<file path="src/rtl/lcd_msg_sequencer.sv">
// LCD message sequencer: waits out LCD power-up, sends the HD44780 init list,
// then writes a latched 32-character two-line frame to the character driver,
// one byte per driver handshake, re-sending on each accepted message request.
module lcd_msg_sequencer #(
  parameter int unsigned POWERUP_CYCLES = 405000,
  parameter int unsigned ACK_TIMEOUT    = 65535
) (
  input  logic         clk,
  input  logic         rst,
  input  logic [255:0] msg_data,
  input  logic         msg_valid,
  output logic         msg_ready,
  output logic [7:0]   lcd_data,
  output logic         lcd_select_cd,
  output logic         lcd_enable_writing,
  input  logic         lcd_available,
  output logic         init_done,
  output logic         busy,
  output logic         error
);

  typedef enum logic [1:0] {PWRUP, INIT, IDLE, SEND} phase_t;
  typedef enum logic [1:0] {ISSUE, WAIT_BUSY, WAIT_DONE} hs_t;

  localparam logic [18:0] PWR_LAST = 19'(POWERUP_CYCLES - 1);
  localparam logic [15:0] TMO_LAST = 16'(ACK_TIMEOUT - 1);

  phase_t      r_phase;
  hs_t         r_hs;
  logic [18:0] r_pwr_cnt;
  logic [15:0] r_tmo_cnt;
  logic [5:0]  r_idx;
  logic [7:0]  r_buf [32];

  logic [7:0]  w_byte;
  logic        w_cd;
  logic [4:0]  w_char;
  logic        w_tmo_hit;
  logic        w_done;
  logic        w_timeout;
  logic        w_last;

  // Byte/select for the current list index, and handshake completion decode.
  always_comb begin
    w_byte = '0;
    w_cd   = 1'b0;
    w_char = '0;
    if (r_phase == INIT) begin
      case (r_idx[1:0])
        2'd0:    w_byte = 8'h38;
        2'd1:    w_byte = 8'h0C;
        2'd2:    w_byte = 8'h01;
        default: w_byte = 8'h06;
      endcase
    end else if (r_idx == 6'd0) begin
      w_byte = 8'h80;
    end else if (r_idx == 6'd17) begin
      w_byte = 8'hC0;
    end else begin
      w_cd   = 1'b1;
      w_char = (r_idx < 6'd17) ? 5'(r_idx - 6'd1) : 5'(r_idx - 6'd2);
      w_byte = r_buf[w_char];
    end
    w_tmo_hit = (r_tmo_cnt == TMO_LAST);
    w_timeout = ((r_hs == WAIT_BUSY) &&  lcd_available && w_tmo_hit) ||
                ((r_hs == WAIT_DONE) && !lcd_available && w_tmo_hit);
    w_done    = w_timeout || ((r_hs == WAIT_DONE) && lcd_available);
    w_last    = (r_phase == INIT) ? (r_idx == 6'd3) : (r_idx == 6'd33);
  end

  // Top-level sequencing, write handshake and registered outputs.
  always_ff @(posedge clk) begin
    if (rst) begin
      r_phase            <= PWRUP;
      r_hs               <= ISSUE;
      r_pwr_cnt          <= '0;
      r_tmo_cnt          <= '0;
      r_idx              <= '0;
      lcd_data           <= '0;
      lcd_select_cd      <= 1'b0;
      lcd_enable_writing <= 1'b0;
      msg_ready          <= 1'b0;
      init_done          <= 1'b0;
      busy               <= 1'b1;
      error              <= 1'b0;
      for (int unsigned i = 0; i < 32; i++) r_buf[i] <= 8'h20;
    end else begin
      lcd_enable_writing <= 1'b0;
      case (r_phase)
        PWRUP: begin
          if (r_pwr_cnt == PWR_LAST) begin
            r_phase   <= INIT;
            r_hs      <= ISSUE;
            r_idx     <= '0;
            r_tmo_cnt <= '0;
          end else begin
            r_pwr_cnt <= r_pwr_cnt + 19'd1;
          end
        end
        IDLE: begin
          if (msg_valid) begin
            for (int unsigned i = 0; i < 32; i++) r_buf[i] <= msg_data[255-8*i -: 8];
            r_phase   <= SEND;
            r_hs      <= ISSUE;
            r_idx     <= '0;
            msg_ready <= 1'b0;
            busy      <= 1'b1;
          end
        end
        default: begin
          case (r_hs)
            ISSUE: begin
              if (lcd_available) begin
                lcd_data           <= w_byte;
                lcd_select_cd      <= w_cd;
                lcd_enable_writing <= 1'b1;
                r_hs               <= WAIT_BUSY;
                r_tmo_cnt          <= '0;
              end
            end
            WAIT_BUSY: begin
              if (!lcd_available) begin
                r_hs      <= WAIT_DONE;
                r_tmo_cnt <= '0;
              end else if (!w_tmo_hit) begin
                r_tmo_cnt <= r_tmo_cnt + 16'd1;
              end
            end
            default: begin
              if (!lcd_available && !w_tmo_hit) r_tmo_cnt <= r_tmo_cnt + 16'd1;
            end
          endcase
          if (w_timeout) error <= 1'b1;
          // A timed-out write still counts as complete, so completion overrides
          // the per-state handshake updates above.
          if (w_done) begin
            r_hs <= ISSUE;
            if (w_last) begin
              r_idx <= '0;
              if (r_phase == INIT) begin
                r_phase   <= SEND;
                init_done <= 1'b1;
                for (int unsigned i = 0; i < 32; i++) r_buf[i] <= 8'h20;
              end else begin
                r_phase   <= IDLE;
                msg_ready <= 1'b1;
                busy      <= 1'b0;
              end
            end else begin
              r_idx <= r_idx + 6'd1;
            end
          end
        end
      endcase
    end
  end

endmodule

</file>
<file path="config.mk">
export PLATFORM = sky130hd
export DESIGN_NAME = lcd_msg_sequencer
export DESIGN_NICKNAME = d
export VERILOG_FILES = /design/src/rtl/lcd_msg_sequencer.sv
export SDC_FILE = /design/constraint.sdc
export NUM_CORES = 1
export LEC_CHECK = 0
export ABC_AREA = 1
export ABC_CLOCK_PERIOD_IN_PS = 5750
export BUFFER_PORTS_ARGS = -buffer_cell sky130_fd_sc_hd__buf_2
export CORE_UTILIZATION = 40
export DETAILED_ROUTE_END_ITERATION = 16
export PLACE_DENSITY_LB_ADDON = 0.25
export SLEW_MARGIN = 10
export SYNTH_ARGS = -nofsm -noshare
export SYNTH_HDL_FRONTEND = slang
export SYNTH_SLANG_ARGS = --single-unit
export TNS_END_PERCENT = 30
</file>
<file path="constraint.sdc">
create_clock -name clk -period 5.75 [get_ports clk]
set_input_delay 0.2875 -clock clk [delete_from_list [all_inputs] [get_ports clk]]
set_output_delay 0.2875 -clock clk [all_outputs]
set_load 0.02 [all_outputs]
</file>
### Word level (Yosys, flattened, before mapping)

Memory sizes are Yosys's and may differ from the RTL's.
Cells that the tools add are included.

| storage, ports and cells | value |
|---|---|
| bits in latches | 0 |
| word-level logic and storage cells | 258 |
| bits in registers | 59 |
| memory bits (read-only) | 0 |
| memories kept | 1 |
| output and inout port bits | 14 |
| input port bits | 260 |
| bits in writable memories | 256 |

| operators by class | value |
|---|---|
| bitwise gates (word level) | 69 |
| equality and inequality tests | 18 |
| shift operators | 0 |
| divide/modulo/power cells | 0 |
| $lt $le $gt $ge | 1 |
| add/sub/neg operators | 5 |
| multiply operators | 0 |
| reduce and logical (&&, ||, !) cells | 31 |
| multiplexer cells | 121 |

Memory list:

| memory | words | bits a word | read ports | clocked after memory_dff | wr ports | line | text |
|---|---|---|---|---|---|---|---|
| r_buf | 32 | 8 | 1 | 0 | 32 | 33 | `logic [7:0] r_buf [32];` |

Operators with widths:

| operator | count |
|---|---|
| two-way mux 8 bit | 67 |
| two-way mux 16 bit | 5 |
| bitwise OR 1 bit | 64 |
| case mux 16 bit (2 select lines) | 2 |
| two-way mux 1 bit | 26 |
| two-way mux 6 bit | 4 |
| adder 19 x 1 -> 19 bit (second input constant) | 1 |
| equality test 19 bit (second input constant) | 1 |
| two-way mux 2 bit | 9 |
| case mux 6 bit (3 select lines) | 1 |
| adder 16 x 1 -> 16 bit (second input constant) | 1 |
| equality test 16 bit (second input constant) | 1 |
| AND reduction 5 bit | 3 |
| case mux 2 bit (2 select lines) | 3 |
| case mux 6 bit (2 select lines) | 1 |
| AND reduction 4 bit | 2 |
| adder 6 x 1 -> 6 bit (second input constant) | 1 |
| equality test 2 x 1 -> 1 bit (second input constant) | 3 |
| equality test 2 bit (second input constant) | 3 |
| equality test 6 x 2 -> 1 bit (second input constant) | 1 |
| equality test 6 x 5 -> 1 bit (second input constant) | 1 |
| equality test 6 bit (second input constant) | 1 |
| logical AND 1 bit | 6 |
| zero test 2 bit | 3 |
| 23 further kinds | 35 |

### Longest topological paths before layout

Gate-level depths: netlist (run 1).

| logic depth | value |
|---|---|
| depth in word-level cells | 10 |
| gate-level depth with buffers | 20 |
| mapped depth without buffers | 18 |

### Worst setup path before layout (run 1)

OpenSTA, ideal clock, no wires.

| timing | value |
|---|---|
| kind | flip-flop to flip-flop |
| start | register r_tmo_cnt[0] |
| end | memory r_buf[10][0] (enable) |
| period minus slack after synthesis | 5107 ps |
| setup time | 1362 ps |
| arrival time | 3744 ps |
| buffers on the path | 0 |
| data required time | 4388 ps |
| setup slack | 643 ps |
| stages on the path, launching flop included | 9 |
| cells stage by stage | dfxtp_1 -> inv_1 -> ha_1 -> inv_1 -> nor4_1 -> o21ai_1 -> nand2_1 -> nand2_1 -> nand3_1 |

RTL lines:

| element | line | text |
|---|---|---|
| start: declaration | 31 | `logic [15:0] r_tmo_cnt;` |
| start signal: assignment | 126 | `r_tmo_cnt <= r_tmo_cnt + 16'd1;` |
| start signal: assignment | 130 | `if (!lcd_available && !w_tmo_hit) r_tmo_cnt <= r_tmo_cnt + 16'd1;` |
| end: declaration | 33 |  |

### Final worst setup path (run 1)

| timing | value |
|---|---|
| start | register r_idx[1] |
| end | register lcd_data[1] |

| on the way | value |
|---|---|
| longest elaborated chain between the ends | 6 |
| elaborated cells on any way between the ends | 14 |
| those cells by class | add/sub (2); order compare (1); eq/ne (3); mux (5); reduce/logical (2); memory (1) |

RTL lines:

| element | line | text |
|---|---|---|
| start: declaration | 32 | `logic [5:0] r_idx;` |
| start signal: assignment | 150 | `r_idx <= r_idx + 6'd1;` |
| subtractor 5 x 2 -> 5 bit (tied with other cells) | 61 | `w_char = (r_idx < 6'd17) ? 5'(r_idx - 6'd1) : 5'(r_idx - 6'd2);` |
| two-way mux 5 bit | 61 |  |
| memory (32 x 8 bit) | n/a |  |
| two-way mux 8 bit | 57 | `end else if (r_idx == 6'd17) begin` |
| two-way mux 8 bit | 55 | `end else if (r_idx == 6'd0) begin` |
| two-way mux 8 bit (*) | 48 | `if (r_phase == INIT) begin` |
| end signal: assignment | 114 | `lcd_data <= w_byte;` |
| end: declaration | 13 | `output logic [7:0] lcd_data,` |

Mark *: on every way between the ends. The rest lies on a longest branch, timed or not.
A chain may end at the register's enable or synchronous reset.

==> results of run 1 <==
[critical path, stage by stage (launching register included)]
cell	delay, ns
dfxtp_1	0.48
inv_1	0.24
ha_1	0.28
inv_1	0.09
nor2_2	0.05
nand2_2	0.15
nand3_2	0.59
nand2_4	0.80
clkinv_2	0.70
buf_4	0.52
nand2_1	0.13
nand3_1	0.07
nand3_1	0.14
nand3_1	0.12
nand3_1	0.10
nand2_1	0.06
nand2_1	0.06
a21oi_1	0.06
[sequential cells by signal (all words and copies together), names as in the netlist]
register and flops:
init_done 1, r_idx 6, r_pwr_cnt 19, r_phase 2, lcd_enable_writing 1, lcd_select_cd 1, msg_ready 1, busy 1
r_buf 256, r_tmo_cnt 16, r_hs 2, error 1, lcd_data 8
[final timing paths]
kind	startpoint	end	slack, ns	cells past startpoint
worst max-delay path	r_idx[1]	lcd_data[1]	0.96	17
worst min-delay path	msg_data[91]	r_buf[20][3]	0.02	3
worst max register to register	r_idx[1]	lcd_data[1]	0.96	17
worst min register to register	init_done	init_done	0.45	2
[cell families after synthesis]
family          Yosys count  synth area share
fa+ha+maj                10           0.00818
flops                   315             0.496
xor+xnor                 12           0.00737
simple gates           1104             0.312
buf+inv                 365            0.0998
compound gates          217            0.0768
[what timing repair did]
item / 4_1_cts / 5_1_grt
hold buffers: 4 / 0
hold endpoints to repair: 4 / 0
setup endpoints to repair: 0 / 0
gates resized for setup: 0 / 0
[stage by stage]
stage          hold WS (ns)  std cells  cell area (um^2)
3_5_place_dp          0.447       2704             16900
3_3_place_gp          0.442       2704             16900
6_report             0.0155       2772             18100
5_1_grt              0.0117       2772             18100
4_1_cts             0.00185       2772             18100
2_1_floorplan         0.416       2023             15300
[cell usage after synthesis]
| cell type | n | area, um^2 |
|---|---|---|
| nor2_4 | 1 | 11.3 |
| buf_6 | 11 | 124 |
| nor4_1 | 6 | 37.5 |
| o21ai_2 | 2 | 17.5 |
| o21ai_1 | 4 | 20.0 |
| a41oi_1 | 1 | 8.76 |
| buf_2 | 25 | 125 |
| inv_2 | 8 | 30.0 |
| ha_1 | 10 | 125 |
| o2111ai_1 | 1 | 8.76 |
| nor2_1 | 165 | 619 |
| clkbuf_1 | 62 | 233 |
| inv_1 | 239 | 897 |
| xor2_1 | 10 | 87.6 |
| nand2_2 | 1 | 6.26 |
| nor2_2 | 5 | 31.3 |
| xor2_2 | 1 | 16.3 |
| nand3b_1 | 20 | 150 |
| nand3_2 | 1 | 10.0 |
| a31oi_1 | 2 | 12.5 |
| xnor2_1 | 1 | 8.76 |
| nor3_1 | 16 | 80.1 |
| dfxtp_1 | 187 | 3740 |
| edfxtp_1 | 128 | 3840 |
| o22ai_1 | 2 | 12.5 |
| o21a_1 | 4 | 30.0 |
| nand3_1 | 281 | 1410 |
| buf_1 | 7 | 26.3 |
| clkinv_1 | 2 | 7.51 |
| o221ai_1 | 1 | 8.76 |
| buf_4 | 11 | 82.6 |
| a21oi_1 | 146 | 731 |
| nand2_1 | 569 | 2140 |
| o21ai_0 | 32 | 160 |
| or2_2 | 16 | 100 |
| and3_1 | 2 | 12.5 |
| nor3_2 | 1 | 10.0 |
| a211oi_1 | 4 | 30.0 |
| nor3b_1 | 6 | 45.0 |
| o211ai_1 | 17 | 128 |
| nand4_1 | 10 | 62.6 |
| nand2_4 | 4 | 45.0 |
| o21bai_1 | 1 | 7.51 |
[layout by cell type (no fill, tap or decap), types with 6 or more instances in the layout]
master	count
nand2_1	569
buf_2	273
inv_1	238
nor3_1	16
dfxtp_1	187
nand3_1	280
xor2_1	10
clkbuf_1	8
or2_2	16
clkbuf_16	36
o21ai_0	32
a21oi_1	146
inv_2	7
buf_4	12
nand3b_1	20
nor4_1	6
clkinv_1	9
o211ai_1	17
ha_1	10
edfxtp_1	128
nor2_1	165
nand4_1	10
nor3b_1	6
[per-layer routing]
metal  track usage  up-vias
li1              -     6940
met1         0.329     6401
met3        0.0277       58
met2         0.353      484
met5             0        -
met4        0.0660        0
[power by group]
group	internal [uW]	total, uW	leakage [uW]	switching, uW
clock network	1380	2280	0.000572	898
logic	83.0	188	0.00439	105
registers	2350	2360	0.00277	10.4
total	3820	4830	0.00773	1010
[final cells by class]
type,count,area [um^2]
well taps,511,639
inverters,249,941
flip-flops and latches,315,7590
clock inverters,16,186
clock buffers,48,986
multi-input cells,1343,6220
repair buffers,290,1520
fillers,3765,19600
==> impl_results.md, run 1 <==
- Status: complete, no violations
- Dpl ws: 0.962 ns
- Crit path DAT: 5.19 ns
- Min-delay worst type: primary input to flop
- Initial antenna violation count: 1
- Global-route wire length before repair: 69500 um
- Die area: 39000 um^2
- ANT nets after route: 0
- First-pass iteration count of the detailed router: 6
- Worst relative slew slack: 0.305
- Mapped Cells: 2023
- Peak VDD IR: 211 uV
- Crit start category: flop
- Synth warn: 0
- Routed met1 length: 20600 um
- Ant diodes: 0
- DRC Markers: 0
- Met3 Wirelength: 2870 um
- DP HPWL: 31100 um
- Final Cycle Share: 0.833
- Clk root buf: clkbuf_16
- Drt initial violations: 1357
- Nets: 2504
- Crit Path Max Fanout: 60
- Setup bufs post-CTS: 0
- Pin count of the biggest net entering global routing: 117
- Depth of the CTS H-tree: 2
- Final setup margin: 0.961 ns
- Final Power: 4830 uW
- CTS tree: yes
- Vias: 13900
- Vias per cell: 5.01
- Synth-to-Final Area Change: 18.2%
- WL/cell: 16.2 um
- Die Width: 198 um
- Global placer's final weighted congestion: 0.880
- Initial Utilization: 0.406
- Total GRT Usage: 0.227
- Synth cell types: 43
- Mapped Area: 15300 um^2
- Critical path type: flop to flop
- Vias in the first global route: 13000
- Setup Total Neg Slack: 0 ns
- FP Rows: 71
- Power Dens Cells: 267 nW/um^2
- WP data required: 6.16 ns
- Layout cell share with drive strength beyond 1: 0.167
- Leakage Power: 0.00773 uW
- Skew final: 0.0203 ns
- PortBufs: 273
- Cts bufs inserted: 35
- Fmax: 209 MHz
- Clk buf depth: 3
- Synthesized area per cell: 7.56 um^2
- Seq/Total Area, Yosys: 0.496
- Metal2 WL: 20300 um
- Core area: 37700 um^2
- Slew @ Worst Pin: 1.04 ns
- Top layer in use: met4
- Final Max Tran Viols: 0
- IO Count: 274
- Minimum clock period: 4.79 ns
- Synthesis-stage register bit count: 315
- Syn nets: 2293
- Max-cap violations: 0
- Final Setup Violations: 0
- RSZ-0062 raised after global routing: no
- Worst-Skew Late Latency: 0.52 ns
- Clk sinks: 315
- Nature of the critical path endpoint: flop
- Reg clk slew, reported paths: 0.06 ns
- Fin util: 0.480
- Final global-route overflow total: 0
- Routed wire length: 44800 um
- Die H: 198 um
- Final Hold Vio Count: 0
No activity file was read; power rests on OpenSTA's default activity.
==> run 2, diff against run 1 <==
--- a/config.mk
+++ b/config.mk
@@ -5,8 +5,8 @@
 export SDC_FILE = /design/constraint.sdc
 export NUM_CORES = 1
 export LEC_CHECK = 0
-export ABC_AREA = 1
-export ABC_CLOCK_PERIOD_IN_PS = 5750
+export ABC_AREA = 0
+export ABC_CLOCK_PERIOD_IN_PS = 4800
 export BUFFER_PORTS_ARGS = -buffer_cell sky130_fd_sc_hd__buf_2
 export CORE_UTILIZATION = 40
 export DETAILED_ROUTE_END_ITERATION = 16
==> constraint.sdc (replaced) <==
create_clock -name clk -period 4.8 [get_ports clk]
set_input_delay 0.24 -clock clk [delete_from_list [all_inputs] [get_ports clk]]
set_output_delay 0.24 -clock clk [all_outputs]
set_load 0.02 [all_outputs]
==> run 2 against run 1 <==
  * Total power is 19% higher
  * Count of clock-buffer cells in the layout down 1
  * Clock skew down 0.0057 ns
  * Setup slack better by 0.36 ns
  * Wire length grew 2.1%
  * Clock power is 12% higher
  * Register-to-register slack gained 0.36 ns
==> impl_results.md, run 2 <==
- Post-synth top cells: nand2_1 (299), dfxtp_1 (187), a21oi_1 (148)
- Hold Startpoint: msg_data[214]
- CP max-delay cell: mux4_2
- R2r setup slk: 1.32 ns (+0.36 ns)
- Die H: 196 um (-0.75%)
- Mapped Cells: 1494 (-26%)
- Area after DPL: 16800 um^2 (-0.56%)
- Setup bufs post-CTS: 0 (unchanged)
- Final global-route overflow total: 0 (unchanged)
- WL/cell: 19.0 um (+18%)
- Critical-path cell list: inv_1, ha_1, or4b_4, nand2_1, mux4_2, and3_1, a2111oi_0, a21oi_1, o32ai_1
- Depth of the CTS H-tree: 2 (unchanged)
- Initial Utilization: 0.409 (+0.00339)
- Vias in the first global route: 12600 (-3.0%)
- DRC Markers: 0 (unchanged)
- Most used DFF post-synth: dfxtp_1
- FP Rows: 70 (-1.4%)
- Slew @ Worst Pin: 0.919 ns (-0.119 ns)
- Initial antenna violation count: 1 (unchanged)
- Reg clk slew, reported paths: 0.06 ns (about the same)
- Power Dens Cells: 289 nW/um^2 (+8.2%)
- Largest cells by area after synthesis: edfxtp_1 (26%), dfxtp_1 (25%), mux4_2 (8.2%)
- Layout cell share with drive strength beyond 1: 0.231 (+0.0640)
- Nets: 2187 (-13%)
- Commonest non-fill, non-tap cells in the layout: nand2_1 (298), buf_2 (273), dlygate4sd3_1 (195)
- Worst relative slew slack: 0.371 (+0.0664)
- Pin count of the biggest net entering global routing: 153 (+31%)
- Vias: 13000 (-6.4%)
- Clk root buf: clkbuf_16
- CTS Hold Buffers Added: 193 (+189)
- Area leader, netlist: edfxtp_1
- Final Cycle Share: 0.725 (-0.108)
- Number of flip-flops under the largest register name: 256 (unchanged)
- Top cell type's share of synthesized area: 0.255 (+0.00389)
- Fin area: 19800 um^2 (+9.6%)
- Crit path DAT: 3.92 ns (-1.27 ns)
- Most common cell in the netlist: nand2_1
- Worst r2r dst: lcd_data[4]
- DP HPWL: 31700 um (+2.0%)
- ANT nets after route: 0 (unchanged)
- Ys async rst share: 0 (unchanged)
- Reg2reg path depth: 9 (-8)
- Hold WS: 0.00743 ns (-0.00805 ns)
- Worst-Skew Late Latency: 0.53 ns (about the same)
- Core area: 36800 um^2 (-2.3%)
- Skew final: 0.0146 ns (-0.00568 ns)
- Die Width: 196 um (-0.75%)
- Minimum clock period: 3.48 ns (-1.31 ns)
- Crit Path Max Fanout: 13 (-78%)
- Fmax: 287 MHz (+38%)
- Most common cell after layout, fill and taps aside: nand2_1
- Crit-path max cell delay: 0.59 ns (-0.21 ns)
- Biggest regs: r_buf x256, r_pwr_cnt x19, r_tmo_cnt x16
- Critical path type: flop to flop
- RSZ-0062 raised after global routing: no
- Worst hold endpoint: r_buf[5][6]
- Cts bufs inserted: 35 (unchanged)
- Nature of the critical path endpoint: flop
- Syn nets: 1764 (-23%)
- Synth-to-Final Area Change: 31.6%
- IO Count: 274 (unchanged)
- Synthesized area per cell: 10.1 um^2 (+33%)
- Mapped Area: 15100 um^2 (-1.5%)
- First-pass iteration count of the detailed router: 5 (-1)
- Number of synthesized flops with an enable pin: 128 (unchanged)
- Leakage Power: 0.00742 uW (-4.0%)
- Min-delay worst type: primary input to flop
- Final Max Tran Viols: 0 (unchanged)
- PortBufs: 273 (unchanged)
- R2r startpoint: r_idx[1]
- Clk buf depth: 3 (unchanged)
- Post-CTS sizing: 0 (unchanged)
- Hold depth: 2 (-1)
- Biggest register: r_buf
- Global-route wire length before repair: 69800 um (+0.41%)
- Clk sinks: 315 (unchanged)
- Max-cap violations: 0 (unchanged)
- Synth warn: 0 (unchanged)
- Crit start category: flop
- Global placer's final weighted congestion: 0.875 (-0.56%)
- Setup Total Neg Slack: 0 ns (unchanged)
- Vias per cell: 5.40 (+7.8%)
- Status: complete, no violations
- Seq/Total Area, Yosys: 0.504 (+0.00767)
- Synthesis-stage register bit count: 315 (unchanged)
- Drt initial violations: 1127 (-17%)
- Peak VDD IR: 184 uV (-13%)
- Die area: 38400 um^2 (-1.5%)
- Final Hold Vio Count: 0 (unchanged)
- Routed wire length: 45700 um (+2.1%)
- CTS tree: yes
- WP data required: 5.24 ns (-0.92 ns)
- Total GRT Usage: 0.235 (+0.00835)
- Final Setup Violations: 0 (unchanged)
- Synth cell types: 78 (+81%)
## run 2: cell count changes after synthesis, moves of 16 or more
cell / before / now
nor2_1: 165 / 65
nand3_1: 281 / 33
nand2_1: 569 / 299
and2_1: 0 / 123
a2111oi_0: 0 / 18
mux2i_1: 0 / 40
and3_1: 2 / 20
inv_1: 239 / 14
or3_1: 0 / 16
nand3b_1: 20 / 2
mux4_2: 0 / 55
## run 2: worst max-delay path by stage
stage                             from           end  slack [ns]  cells after the start
final                         r_idx[1]   lcd_data[4]        1.32                      9
after global routing          r_idx[1]   lcd_data[5]        1.08                      9
after CTS                     r_idx[1]   lcd_data[4]        1.28                      9
after detailed placement      r_idx[1]   lcd_data[4]        1.32                      9
after global placement        r_idx[1]   lcd_data[4]        1.38                      9
after floorplan           r_tmo_cnt[0]  r_buf[10][0]        0.88                     10
## run 2: critical path, delay by kind of cell, from the launching register on
family | cells | cell delay (ns)
simple gates | 3 | 1.25
compound gates | 3 | 0.68
fa+ha+maj | 1 | 0.39
buf+inv | 1 | 0.16
mux | 1 | 0.59
flops | 1 | 0.31
## run 2: per-stage QoR
step	worst slack [ns]	power, uW	instances	util
floorplan	0.876	2940	1494	-
global placement	1.38	3090	2153	0.456
detailed placement	1.32	3090	2153	0.456
CTS	1.28	5770	2404	0.538
global route	1.08	5910	2407	0.539
finish	1.32	5730	2407	0.539
## run 2: layout make-up
cell class	instances	area [um^2]
Timing Repair Buffer	493	3530
Inverter	14	52.6
Sequential cell	315	7590
Clock buffer	47	971
Clock inverter	11	115
Tap cell	468	586
Multi-Input combinational cell	1058	6960
Fill cell	3234	17000
Antenna cell	1	2.50
## run 2: logic make-up after synthesis
family,synth area share
AO/OA/AOI/OAI,0.117
XOR/XNOR,0.0139
adder cells (fa/ha/maj),0.00831
buffers and inverters,0.0357
flip-flops,0.504
multiplexers,0.112
AND/OR/NAND/NOR,0.209
## run 2: report_power, final
part | total [uW] | internal [uW] | switching, uW
clock | 2560 | 1480 | 1080
sequential | 2830 | 2810 | 14.9
combinational | 334 | 203 | 131
## run 2: metal layers
layer,vias up,track usage,part of all wire
met1,6146,0.315,0.43
li1,6179,-,-
met3,124,0.0445,0.073
met2,552,0.374,0.46
met5,-,0,0
met4,0,0.0984,0.042
